--- src/rtl/sevenseg_scan_decoder_if.sv ---
// sevenseg_scan_decoder_if
//   Bundles the multiplexed seven-segment bus (an/seg) together with the
//   frame-level results recovered from it.
//   master : drives an/seg (display side or bench), observes the results
//   slave  : the scan decoder, samples an/seg and drives the results
//   an          4   digit enables, active-low, an[0]=digit0 .. an[3]=digit3
//   seg         7   segments, active-low, {g,f,e,d,c,b,a}
//   frame       16  {digit3,digit2,digit1,digit0} of last complete scan
//   frame_valid 1   one-cycle pulse when frame updates
//   frame_count 8   complete frames received, modulo 256
//   seg_err     1   one-cycle pulse, undecodable segment pattern accepted
//   seq_err     1   one-cycle pulse, digit out of order or illegal an
interface sevenseg_scan_decoder_if;
  logic [3:0]  an;
  logic [6:0]  seg;
  logic [15:0] frame;
  logic        frame_valid;
  logic [7:0]  frame_count;
  logic        seg_err;
  logic        seq_err;

  modport master (
    output an, seg,
    input  frame, frame_valid, frame_count, seg_err, seq_err
  );

  modport slave (
    input  an, seg,
    output frame, frame_valid, frame_count, seg_err, seq_err
  );
endinterface

--- src/rtl/sevenseg_scan_decoder.sv ---
// sevenseg_scan_decoder
//   Receive side of a multiplexed 4-digit seven-segment bus. The bus is
//   registered every clock, a digit is accepted once {an,seg} has been
//   stable for STABLE_CYCLES consecutive samples, its segment pattern is
//   decoded back to a hex nibble, and complete digit0->digit3 scans are
//   assembled into a 16-bit frame.
//   clk   in  system clock, rising edge
//   btnC  in  asynchronous active-high reset
//   bus   slave modport: an/seg in; frame, frame_valid, frame_count,
//         seg_err, seq_err out
module sevenseg_scan_decoder #(
  parameter int STABLE_CYCLES = 1
) (
  input  logic clk,
  input  logic btnC,
  sevenseg_scan_decoder_if.slave bus
);

  localparam logic [0:0] IDLE    = 1'b0;
  localparam logic [0:0] COLLECT = 1'b1;

  // One bit wider than the largest STABLE_CYCLES so the counter can park
  // just past the accept value and a held input is never re-accepted.
  localparam logic [8:0] STABLE_LEN = 9'(STABLE_CYCLES);

  logic [10:0] s1Reg;
  logic [8:0]  runCount;
  logic [0:0]  stateReg;
  logic [1:0]  expIdx;
  logic [11:0] partialReg;
  logic [15:0] frameReg;
  logic        frameValidReg;
  logic [7:0]  frameCountReg;
  logic        segErrReg;
  logic        seqErrReg;

  logic [3:0]  sAn;
  logic [6:0]  sSeg;
  logic        accept;
  logic        anBlank;
  logic        anValid;
  logic [1:0]  digitIdx;
  logic        segOk;
  logic [3:0]  nibble;

  assign sAn    = s1Reg[10:7];
  assign sSeg   = s1Reg[6:0];
  assign accept = (runCount == STABLE_LEN);

  always_comb begin
    anBlank  = 1'b0;
    anValid  = 1'b1;
    digitIdx = 2'd0;
    case (sAn)
      4'b1110: digitIdx = 2'd0;
      4'b1101: digitIdx = 2'd1;
      4'b1011: digitIdx = 2'd2;
      4'b0111: digitIdx = 2'd3;
      4'b1111: anBlank  = 1'b1;
      default: anValid  = 1'b0;
    endcase
  end

  always_comb begin
    segOk  = 1'b1;
    nibble = 4'h0;
    case (sSeg)
      7'b1000000: nibble = 4'h0;
      7'b1111001: nibble = 4'h1;
      7'b0100100: nibble = 4'h2;
      7'b0110000: nibble = 4'h3;
      7'b0011001: nibble = 4'h4;
      7'b0010010: nibble = 4'h5;
      7'b0000010: nibble = 4'h6;
      7'b1111000: nibble = 4'h7;
      7'b0000000: nibble = 4'h8;
      7'b0010000: nibble = 4'h9;
      7'b0001000: nibble = 4'hA;
      7'b0000011: nibble = 4'hB;
      7'b1000110: nibble = 4'hC;
      7'b0100001: nibble = 4'hD;
      7'b0000110: nibble = 4'hE;
      7'b0001110: nibble = 4'hF;
      default:    segOk  = 1'b0;
    endcase
  end

  always_ff @(posedge clk or posedge btnC) begin
    if (btnC) begin
      s1Reg         <= {4'b1111, 7'b1111111};
      runCount      <= 9'd0;
      stateReg      <= IDLE;
      expIdx        <= 2'd0;
      partialReg    <= 12'h000;
      frameReg      <= 16'h0000;
      frameValidReg <= 1'b0;
      frameCountReg <= 8'd0;
      segErrReg     <= 1'b0;
      seqErrReg     <= 1'b0;
    end else begin
      s1Reg <= {bus.an, bus.seg};
      if ({bus.an, bus.seg} != s1Reg)
        runCount <= 9'd1;
      else if (runCount <= STABLE_LEN)
        runCount <= runCount + 9'd1;

      frameValidReg <= 1'b0;
      segErrReg     <= 1'b0;
      seqErrReg     <= 1'b0;

      // Blank scans are invisible: no flag and the collection state is kept.
      if (accept && !anBlank) begin
        if (!anValid) begin
          seqErrReg <= 1'b1;
          stateReg  <= IDLE;
        end else if (!segOk) begin
          segErrReg <= 1'b1;
          stateReg  <= IDLE;
        end else begin
          case (stateReg)
            IDLE: begin
              if (digitIdx == 2'd0) begin
                partialReg[3:0] <= nibble;
                expIdx          <= 2'd1;
                stateReg        <= COLLECT;
              end
            end
            default: begin
              if (digitIdx == 2'd0) begin
                // A fresh digit0 always restarts the scan.
                partialReg[3:0] <= nibble;
                expIdx          <= 2'd1;
              end else if (digitIdx == expIdx && expIdx != 2'd3) begin
                if (expIdx == 2'd1)
                  partialReg[7:4] <= nibble;
                else
                  partialReg[11:8] <= nibble;
                expIdx <= expIdx + 2'd1;
              end else if (digitIdx == 2'd3 && expIdx == 2'd3) begin
                frameReg      <= {nibble, partialReg};
                frameValidReg <= 1'b1;
                frameCountReg <= frameCountReg + 8'd1;
                stateReg      <= IDLE;
              end else begin
                seqErrReg <= 1'b1;
                stateReg  <= IDLE;
              end
            end
          endcase
        end
      end
    end
  end

  assign bus.frame       = frameReg;
  assign bus.frame_valid = frameValidReg;
  assign bus.frame_count = frameCountReg;
  assign bus.seg_err     = segErrReg;
  assign bus.seq_err     = seqErrReg;

endmodule

--- src/flat_wrapper.sv ---
// flat-port wrapper written by rule: the top's interface ports become plain ports
module sevenseg_scan_decoder_flat 
#(
  parameter int STABLE_CYCLES = 1
)
  (clk, btnC, bus_an, bus_seg, bus_frame, bus_frame_valid, bus_frame_count, bus_seg_err, bus_seq_err);
  sevenseg_scan_decoder_if bus_i ();
  input  logic clk;
  input  logic btnC;
  input wire logic [$bits(bus_i.an)-1:0] bus_an;
  input wire logic [$bits(bus_i.seg)-1:0] bus_seg;
  output wire logic [$bits(bus_i.frame)-1:0] bus_frame;
  output wire logic [$bits(bus_i.frame_valid)-1:0] bus_frame_valid;
  output wire logic [$bits(bus_i.frame_count)-1:0] bus_frame_count;
  output wire logic [$bits(bus_i.seg_err)-1:0] bus_seg_err;
  output wire logic [$bits(bus_i.seq_err)-1:0] bus_seq_err;
  assign bus_i.an = bus_an;
  assign bus_i.seg = bus_seg;
  assign bus_frame = bus_i.frame;
  assign bus_frame_valid = bus_i.frame_valid;
  assign bus_frame_count = bus_i.frame_count;
  assign bus_seg_err = bus_i.seg_err;
  assign bus_seq_err = bus_i.seq_err;
  sevenseg_scan_decoder #(.STABLE_CYCLES(STABLE_CYCLES)) u_core (.clk(clk), .btnC(btnC), .bus(bus_i));
endmodule
--- config.mk ---
export PLATFORM = sky130hd
export DESIGN_NAME = sevenseg_scan_decoder_flat
export DESIGN_NICKNAME = d
export VERILOG_FILES = /design/src/rtl/sevenseg_scan_decoder_if.sv /design/src/rtl/sevenseg_scan_decoder.sv /design/src/flat_wrapper.sv
export SDC_FILE = /design/constraint.sdc
export NUM_CORES = 1
export LEC_CHECK = 0
export ABC_AREA = 1
export ABC_CLOCK_PERIOD_IN_PS = 2100
export BUFFER_PORTS_ARGS = -buffer_cell sky130_fd_sc_hd__buf_2
export CORE_MARGIN = 1.5
export CORE_UTILIZATION = 45
export DETAILED_ROUTE_END_ITERATION = 12
export GPL_TIMING_DRIVEN = 0
export RECOVER_POWER = 25
export SLEW_MARGIN = 10
export SYNTH_ARGS = -nofsm -noshare
export SYNTH_HDL_FRONTEND = slang
export SYNTH_SLANG_ARGS = --single-unit
--- constraint.sdc ---
create_clock -name clk -period 2.1 [get_ports clk]
set_input_delay 0.315 -clock clk [delete_from_list [all_inputs] [get_ports clk]]
set_output_delay 0.315 -clock clk [all_outputs]
set_load 0.03 [all_outputs]
==> reports/results.tsv, run 1 <==
metric	value	unit
antenna-violating nets left	0	
Psw	647	uW
final slew viol count	0	
drt initial violations	148	
GRT Util Overall	18.5	%
Slew headroom	14.5	%
critical path launch point type	flop	
Worst Path Buf+Inv	1	
reg2reg path depth	12	
Clock Power Share	47.1	%
hold_buf cts	0	
CP Capture Type	flop	
PD cells	734	nW/um^2
max incr delay on CP	0.60	ns
synthesized area	3180	um^2
Pint	2160	uW
hold violation total from the final report	0	
detailed placement HPWL	4.68	mm
DR pass1 iterations	5	
Syn Area/Cell	7.86	um^2
fin worst setup slack	0.193	ns
met2 Use GR	29.1	%
filler cell count	673	
largest net degree at the start of global routing	63	
total die area	7590	um^2
Worst EP arrival	2.14	ns
synth warn	0	
initial core utilization	46.6	%
Post-Place Worst Slack	-0.0405	ns
Crit Path Category	flop to flop	
grt peak-use layer	met2	
area grow syn2layout	19.9	%
Num Clock Sinks	62	
Final min period	1.91	ns
synthesis-stage register bit count	62	
library cells used by synthesis	29	
Setup Viol. Count Final	0	
met3 usage	2.94	%
die width	87.1	um
Tcrit/Tclk final	90.8	%
cell mode on critical path	nand2_1	
switching part of the total	23.1	%
crit-path cells	nand2_1, nor2_1, nand3_1, nand2_1, nor2_1, nand2_1, nor2_2, nor2_1, buf_4, nand2_2, nand2_1, nand2_1	
CTS tree	built	
cell row count	30	
final wirelength	6.41	mm
clk slew on worst S/H paths	0.07	ns
CTS Buf Count	9	
Logic pwr share	7.6	%
Worst Path Required	2.33	ns
clk root buf	clkbuf_8	
# diodes	0	
Final #Nets	477	
Slowest-stage cell, CP	dfstp_2	
WHS	0.0757	ns
die height	87.1	um
maxcap violations	0	
H-tree depth	3	
vias per inst	4.74	
sequential share of power	45.2	%
clk buf depth	2	
HP Class	input pin to flop	
worst skew pair latency	0.34	ns
worst hold stages	1	
RSZ-0062 raised after global routing	no	
sequential area share after synthesis	49.2	%
Post-Syn Nets	423	
port bufs	39	
Cell Area, Placed	3500	um^2
global-route wire length before repair	10.9	mm
most frequent cells in the layout	nand2_1, dfrtp_1, nor2_1, nand3_1, inv_1	
leakage power	0.00204	uW
WP depth	12	
Core Footprint	6830	um^2
post-route cell area	3820	um^2
Max Clk Rate	524	MHz
most common cell after layout, fill and taps aside	nand2_1	
CP startpoint	u_core.s1Reg[5]	
cell family with most CP delay	simple AND/OR/NAND/NOR gates	
status	complete, no violations	
GPL Wtd Cong	0.837	
initial antenna violation count	0	
worst slew pin tran	1.28	ns
Wirelength per Cell	11.5	um
vias in the first global route	2463	
layout cells sized above 1	19.2	%
Clock Skews	0.0103	ns
met1 Use GR	24.7	%
worst vdd ir	387	uV
worst hold start	bus_an[2]	
Overflow after GRT	0	
routed vias	2657	
io pins	40	
Max FO, Critical Path	10	
synthesized instance count	405	
drt drc	0	
Setup TNS Final	0	ns
FF-to-FF Start	u_core.s1Reg[5]	
[worst register-to-register path, delay by kind of cell (launching register included)]
| kind | cells | cell delay, ns |
|---|---|---|
| AND/OR/NAND/NOR | 11 | 1.01 |
| flip-flops | 1 | 0.60 |
| buffers and inverters | 1 | 0.20 |
[cell families (layout without fill, tap and decap cells)]
group | count (synthesis) | in the layout | share of synthesized area, %
buf+inv | 46 | 105 | 6.09
flops | 62 | 62 | 49.2
simple gates | 252 | 252 | 34.1
fa+ha+maj | 5 | 5 | 1.96
compound gates | 23 | 23 | 4.05
xor+xnor | 17 | 17 | 4.68
[final timing paths]
check	to	slack, ns
worst min-delay path	u_core.s1Reg[9]	0.08
min in group asynchronous	u_core.bus.frame[1]	0.30
worst min register to register	u_core.partialReg[11]	0.47
worst max-delay path	u_core.partialReg[11]	0.19
max in group asynchronous	u_core.expIdx[1]	0.98
worst max register to register	u_core.partialReg[11]	0.19
[per-stage QoR]
stage / instances / utilization (%) / total power (uW)
finish: 560 / 55.9 / 2800
global route: 560 / 55.9 / 2930
CTS: 560 / 55.5 / 2830
detailed placement: 540 / 51.3 / 1500
global placement: 540 / 51.2 / 1490
floorplan: 405 / - / 1440
[layer usage]
layer  vias to the layer above  part of all wire [%]
met5                         -                     0
met4                         0                   1.1
met3                         8                   3.7
met2                        51                    45
met1                      1197                    50
li1                       1401                     -
[final cells by class]
class	instances	area (um^2)	share of cell area (%)
sequential	62	1570	41.0
multi-input combinational	297	1470	38.4
timing repair buffer	43	211	5.54
clock buffer	11	151	3.96
inverter	39	146	3.83
tap	96	120	3.15
clock inverter	5	104	2.72
buffer	7	52.6	1.38
[power by group through the flow]
stage / clock (uW) / combinational, uW / sequential (uW)
final: 1320 / 214 / 1270
after global routing: 1400 / 251 / 1270
after CTS: 1360 / 211 / 1270
after detailed placement: 0 / 209 / 1290
after global placement: 0 / 206 / 1290
after floorplan: 0 / 147 / 1290
[state kept, by name, indices dropped and copies added, names as in the netlist]
register,flops
u_core.bus.frame_count,8
u_core.bus.frame_valid,1
u_core.expIdx,2
u_core.partialReg,12
u_core.stateReg,1
u_core.bus.seq_err,1
u_core.runCount,9
u_core.s1Reg,11
u_core.bus.frame,16
u_core.bus.seg_err,1
[cells in the mapped netlist, drive strengths merged]
library cell  instances  share of area, %
o21ai                 9               1.4
a21oi                 9               1.4
nand3b                3              0.82
a32oi                 1              0.28
xnor2                 7               1.9
and3                  1              0.20
nand3                45               7.2
nor3                  6               1.3
nor3b                 1              0.24
nand2               136                16
ha                    5               2.0
o211ai                3              0.71
inv                  39               4.6
nand4                 8               1.6
xor2                 10               2.8
buf                   7               1.5
nor2                 52               6.4
dfrtp                51                40
dfstp                11               9.1
o21a                  1              0.24
[what timing repair did]
action / in CTS / in global routing
setup buffers: 4 / 0
pin swaps: 1 / 2
setup endpoints to repair: 13 / 29
gates resized for setup: 2 / 13
hold endpoints to repair: 0 / 0
(Power assumes the default switching activity.)
==> inputs of run 2 (changes only) <==
--- a/config.mk
+++ b/config.mk
@@ -5,7 +5,6 @@
 export SDC_FILE = /design/constraint.sdc
 export NUM_CORES = 1
 export LEC_CHECK = 0
-export ABC_AREA = 1
 export ABC_CLOCK_PERIOD_IN_PS = 2100
 export BUFFER_PORTS_ARGS = -buffer_cell sky130_fd_sc_hd__buf_2
 export CORE_MARGIN = 1.5
==> reports/results.tsv, run 2 <==
metric	value	unit	change
synth warn	0		unchanged
Post-Syn Nets	272		-36%
vias in the first global route	2162		-12%
Setup TNS Final	-12.09	ns	-12.09 ns
DR pass1 iterations	4		-1
Num Clock Sinks	62		unchanged
Max Clk Rate	387	MHz	-26%
maxcap violations	0		unchanged
# diodes	0		unchanged
layout cells sized above 1	48.8	%	+30 points
drt drc	0		unchanged
CTS Buf Count	9		unchanged
most common cell in the netlist	dfrtp_1		
Cells after DPL	370		-31%
FFs w/ async S/R, synth	100	%	unchanged
hold violation total from the final report	0		unchanged
die width	84.5	um	-3.0%
hold_buf cts	0		unchanged
Overflow after GRT	0		unchanged
worst skew pair latency	0.34	ns	about the same
RSZ-0062 raised after global routing	yes		
Tcrit/Tclk final	123	%	+32 points
cell row count	29		-3.3%
io pins	40		unchanged
library cells used by synthesis	52		+79%
CP Capture Type	flop		
Wirelength per Cell	15.3	um	+34%
most frequent cells in the layout	dfrtp_1, buf_2, mux2_4, buf_4, xnor2_1		
Crit Path Category	flop to flop		
global-route wire length before repair	10.4	mm	-4.4%
worst vdd ir	355	uV	-8.1%
Final #Nets	360		-25%
GPL Wtd Cong	0.773		-7.7%
critical path launch point type	flop		
area grow syn2layout	40.6	%	
synthesized area	2990	um^2	-6.1%
fin cells	423		-24%
CTS tree	built		
sequential area share after synthesis	52.3	%	+3.2 points
leakage power	0.00210	uW	+3.3%
Setup Viol. Count Final	41		+41
met3 usage	5.41	%	+2.5 points
synthesis-stage register bit count	62		unchanged
initial antenna violation count	0		unchanged
port bufs	39		unchanged
clk buf depth	2		unchanged
Worst Path Required	2.32	ns	about the same
Clock Skews	0.00922	ns	-0.00112 ns
initial core utilization	46.8	%	+0.21 points
Max FO, Critical Path	4		-6
H-tree depth	3		unchanged
met2 Use GR	28.5	%	-0.61 points
synth cell count leaders	dfrtp_1, mux2_2, xnor2_1		
Core Footprint	6390	um^2	-6.5%
number of synthesized flops with an enable pin	0		unchanged
leading area contributor after synthesis	dfrtp_1		
Final min period	2.59	ns	+0.679 ns
total die area	7140	um^2	-5.9%
Slew headroom	15.8	%	+1.3 points
largest net degree at the start of global routing	63		unchanged
final wirelength	6.48	mm	+1.1%
grt peak-use layer	met2		
HP Class	input pin to flop		
antenna-violating nets left	0		unchanged
die height	84.5	um	-3.0%
drt initial violations	79		-47%
Synth Flop Type	dfrtp_1		
most common cell after layout, fill and taps aside	dfrtp_1		
detailed placement HPWL	3.82	mm	-18%
clk slew on worst S/H paths	0.07	ns	about the same
GRT Util Overall	18.8	%	+0.25 points
Synth top area share	42.7	%	+2.6 points
synthesized instance count	254		-37%
vias per inst	5.26		+11%
clk root buf	clkbuf_8		
failing checks	setup timing		
Final Core Density	65.9	%	+10 points
max reg flops	16		unchanged
fin worst setup slack	-0.487	ns	-0.679 ns
worst slew pin tran	1.26	ns	-0.0217 ns
status	complete, but fails checks		
filler cell count	503		-25%
largest cells by area after synthesis	dfrtp_1, mux2_2, dfstp_2, xnor2_1, and2_1		
Worst EP arrival	2.81	ns	+0.67 ns
PD cells	653	nW/um^2	-11%
Syn Area/Cell	11.8	um^2	+50%
routed vias	2227		-16%
met1 Use GR	24.9	%	+0.15 points
final slew viol count	0		unchanged
[run 2: cell count changes in the layout (fill, tap and decap cells not counted), moves of 4 or more]
cell and delta:
and2_1 +11, buf_4 +20, buf_6 +11, buf_8 +4, inv_1 -29, mux2_4 +30
nand2_1 -120, nand2_2 -4, nand3_1 -40, nor2_1 -33, nor2_2 -5, xnor2_1 +12
xor2_1 -9
[run 2: worst paths after layout]
| kind | from | depth (start not counted) | to | slack (ns) |
|---|---|---|---|---|
| hold reg to reg | u_core.bus.frame_count[7] | 1 | u_core.bus.frame_count[7] | 0.46 |
| setup / recovery | u_core.runCount[3] | 6 | u_core.partialReg[5] | -0.49 |
| setup reg to reg | u_core.runCount[3] | 6 | u_core.partialReg[5] | -0.49 |
| min in group asynchronous | btnC | 2 | u_core.bus.frame_count[3] | 0.31 |
| max in group asynchronous | btnC | 2 | u_core.bus.frame[12] | 1.00 |
| hold / removal | bus_seg[0] | 1 | u_core.s1Reg[0] | 0.07 |
[run 2: what timing repair did]
| action | 4_1_cts | 5_1_grt |
|---|---|---|
| setup buffers | 27 | 18 |
| setup endpoints to repair | 41 | 50 |
| gates cloned | 1 | 0 |
| pin swaps | 18 | 11 |
| gates resized for setup | 61 | 18 |
[run 2: layout make-up]
| cell class | instances | area, um^2 | share of cell area (%) |
|---|---|---|---|
| buffer | 9 | 95.1 | 2.26 |
| sequential | 62 | 1570 | 37.2 |
| tap | 77 | 96.3 | 2.29 |
| inverter | 7 | 26.3 | 0.625 |
| clock buffer | 11 | 151 | 3.60 |
| multi-input combinational | 174 | 1630 | 38.8 |
| clock inverter | 4 | 70.1 | 1.67 |
| timing repair buffer | 79 | 569 | 13.5 |
[run 2: cell families (layout without fill, tap and decap cells)]
| family | count (synthesis) | after routing | synth area share [%] |
|---|---|---|---|
| flip-flops | 62 | 62 | 52.3 |
| adder cells (fa/ha/maj) | 5 | 5 | 2.09 |
| multiplexers | 32 | 32 | 12.5 |
| AND/OR/NAND/NOR | 82 | 82 | 16.5 |
| buffers and inverters | 18 | 110 | 2.89 |
| AO/OA/AOI/OAI | 33 | 33 | 7.24 |
| XOR/XNOR | 22 | 22 | 6.44 |
[run 2: metrics by stage]
step | instance area, um^2 | setup slack, ns | power [uW] | hold WS, ns
final | 4210 | -0.487 | 2740 | 0.0680
after global routing | 4210 | -0.606 | 2860 | 0.0592
after CTS | 4050 | -0.539 | 2740 | 0.0720
after detailed placement | 3380 | -0.681 | 1510 | 0.439
after global placement | 3380 | -0.682 | 1500 | 0.437
after floorplan | 3080 | -0.503 | 1450 | 0.319
[run 2: where the power goes]
| part | leakage [uW] | switching, uW | internal [uW] | total [uW] |
|---|---|---|---|---|
| clock | 0.000115 | 456 | 722 | 1180 |
| sequential | 0.000815 | 29.1 | 1230 | 1260 |
| combinational | 0.00117 | 161 | 143 | 304 |
[run 2: worst max-delay path, stage by stage, from the launching register on]
cell	delay (ns)
dfrtp_1	0.38
or4_4	0.54
nor4_4	0.19
o2111ai_2	0.22
a31o_4	0.26
or4_4	0.57
mux2_4	0.32
[run 2: routing by layer]
| layer | routed length [um] | vias up |
|---|---|---|
| met4 | 108 | 0 |
| met3 | 345 | 12 |
| li1 | - | 1078 |
| met2 | 3000 | 60 |
| met5 | 0 | - |
| met1 | 3030 | 1077 |
==> inputs of run 3 (changes only) <==
--- a/config.mk
+++ b/config.mk
@@ -5,7 +5,7 @@
 export SDC_FILE = /design/constraint.sdc
 export NUM_CORES = 1
 export LEC_CHECK = 0
-export ABC_CLOCK_PERIOD_IN_PS = 2100
+export ABC_CLOCK_PERIOD_IN_PS = 2600
 export BUFFER_PORTS_ARGS = -buffer_cell sky130_fd_sc_hd__buf_2
 export CORE_MARGIN = 1.5
 export CORE_UTILIZATION = 45
==> constraint.sdc (replaced) <==
create_clock -name clk -period 2.6 [get_ports clk]
set_input_delay 0.39 -clock clk [delete_from_list [all_inputs] [get_ports clk]]
set_output_delay 0.39 -clock clk [all_outputs]
set_load 0.03 [all_outputs]
==> reports/results.tsv, run 3 (synthesis gave the netlist of run 2 again) <==
metric	value	unit	change
H-tree depth	3		unchanged
area grow syn2layout	22.0	%	
CTS Buf Count	9		unchanged
final wirelength	5.86	mm	-9.6%
fin worst setup slack	-0.103	ns	+0.383 ns
HP Class	input pin to flop		
clk slew on worst S/H paths	0.07	ns	about the same
Design Power	2170	uW	-21%
Worst EP arrival	2.93	ns	+0.12 ns
max incr delay on CP	0.57	ns	about the same
Setup TNS Final	-0.388	ns	+11.70 ns
Cells after DPL	370		unchanged
Tcrit/Tclk final	104	%	-19 points
total die area	7140	um^2	unchanged
GRT Util Overall	17.8	%	-1.0 points
global-route wire length before repair	9.92	mm	-4.8%
post-route cell area	3650	um^2	-13%
# diodes	0		unchanged
M1 WL	2.75	mm	-9.4%
GPL Wtd Cong	0.853		+10%
DR pass1 iterations	4		unchanged
Final min period	2.70	ns	+0.117 ns
drt initial violations	98		+24%
routed vias	2094		-6.0%
maxcap violations	1		+1
fin cells	387		-8.5%
drt drc	0		unchanged
largest net degree at the start of global routing	63		unchanged
Setup Viol. Count Final	4		-90%
Crit Path Category	flop to flop		
worst slew pin tran	2.24	ns	+0.979 ns
Clock Skews	0.00922	ns	-0.00000613 ns
io pins	40		unchanged
Max FO, Critical Path	10		+6
metal2 WL	2.68	mm	-10%
final slew viol count	63		+63
Overflow after GRT	0		unchanged
Worst Path Required	2.83	ns	+0.51 ns
CTS tree	built		
worst skew pair latency	0.35	ns	about the same
Final #Nets	323		-10%
antenna-violating nets left	0		unchanged
initial core utilization	46.8	%	unchanged
most frequent cells in the layout	dfrtp_1, buf_2, mux2_2, xnor2_1, nand2_1		
critical path launch point type	flop		
Cell Area, Placed	3300	um^2	-2.4%
Slowest-stage cell, CP	or4_4		
initial antenna violation count	0		unchanged
most common cell after layout, fill and taps aside	dfrtp_1		
hold_buf cts	0		unchanged
port bufs	39		unchanged
vias per inst	5.41		+2.8%
Slew headroom	-49.5	%	-65 points
RSZ-0062 raised after global routing	yes		
max reg flops	16		unchanged
Num Clock Sinks	62		unchanged
clk buf depth	2		unchanged
die width	84.5	um	unchanged
status	complete, but fails checks		
failing checks	capacitance limit, slew limit, setup timing		
clk root buf	clkbuf_8		
CP Capture Type	flop		
Max Clk Rate	370	MHz	-4.3%
layout cells sized above 1	37.4	%	-11 points
Wirelength per Cell	15.1	um	-1.2%
PD cells	596	nW/um^2	-8.7%
cell row count	29		unchanged
crit-path cells	buf_4, or4b_4, a21boi_2, o21ai_2, a31o_4, or4_4, mux2_4		
detailed placement HPWL	4.01	mm	+5.1%
Post-Place Worst Slack	-0.393	ns	+0.288 ns
met3 wire len	279	um	-19%
worst vdd ir	453	uV	+28%
die height	84.5	um	unchanged
vias in the first global route	2090		-3.3%
Core Footprint	6390	um^2	unchanged
leakage power	0.00176	uW	-16%
top routing layer in use	met4		
hold violation total from the final report	0		unchanged
-- run 3: changes by cell type in the layout (fill, tap and decap cells not counted), sizes merged --
| cell | delta |
|---|---|
| clkbuf | -2 |
| buf | -36 |
| clkinvlp | +2 |
| inv | +1 |
| clkinv | -1 |
-- run 3: critical path: cells and delay by family (launching register included) --
kind            cells  cell delay, ns
buf+inv             1            0.15
compound gates      3            0.55
simple gates        2            1.04
mux                 1            0.32
flops               1            0.52
-- run 3: per-stage QoR --
stage / hold slack, ns / util (%)
after floorplan: 0.394 / -
after global placement: 0.457 / 51.6
after detailed placement: 0.461 / 51.6
after CTS: 0.145 / 56.8
after global routing: 0.139 / 57.1
final: 0.140 / 57.1
-- run 3: what timing repair did --
action                                  in CTS  in global routing
setup buffers                                3                  0
resized for setup                           17                  6
gates cloned                                 0                  0
endpoints found under the setup margin      31                 31
pin swaps                                    7                  1
-- run 3: report_power, final --
| part | switching (uW) | internal [uW] | total, uW |
|---|---|---|---|
| clock | 398 | 570 | 968 |
| sequential | 19.9 | 996 | 1020 |
| combinational | 117 | 73.3 | 190 |
| total | 534 | 1640 | 2170 |
-- run 3: worst paths after layout --
kind	startpoint	to	slack (ns)	cells after the start
max	u_core.s1Reg[2]	u_core.partialReg[7]	-0.10	7
min	bus_an[2]	u_core.s1Reg[9]	0.14	1
max reg2reg	u_core.s1Reg[2]	u_core.partialReg[7]	-0.10	7
min reg2reg	u_core.bus.frame_count[7]	u_core.bus.frame_count[7]	0.46	1
max in group asynchronous	btnC	u_core.bus.seq_err	0.52	2
min in group asynchronous	btnC	u_core.bus.frame[2]	0.80	2
-- run 3: layout make-up --
cell class,count,area [um^2]
clock inverters,6,92.6
flip-flops and latches,62,1570
plain buffers,9,47.5
clock buffers,10,138
inverters,7,26.3
well taps,77,96.3
repair buffers,42,204
fillers,536,2740
multi-input cells,174,1480
-- run 3: layer usage --
layer / up-vias / GRT usage (%)
li1: 1002 / -
met1: 1011 / 23.8
met2: 64 / 27.5
met3: 17 / 3.74
met4: 0 / 8.80
met5: - / 0
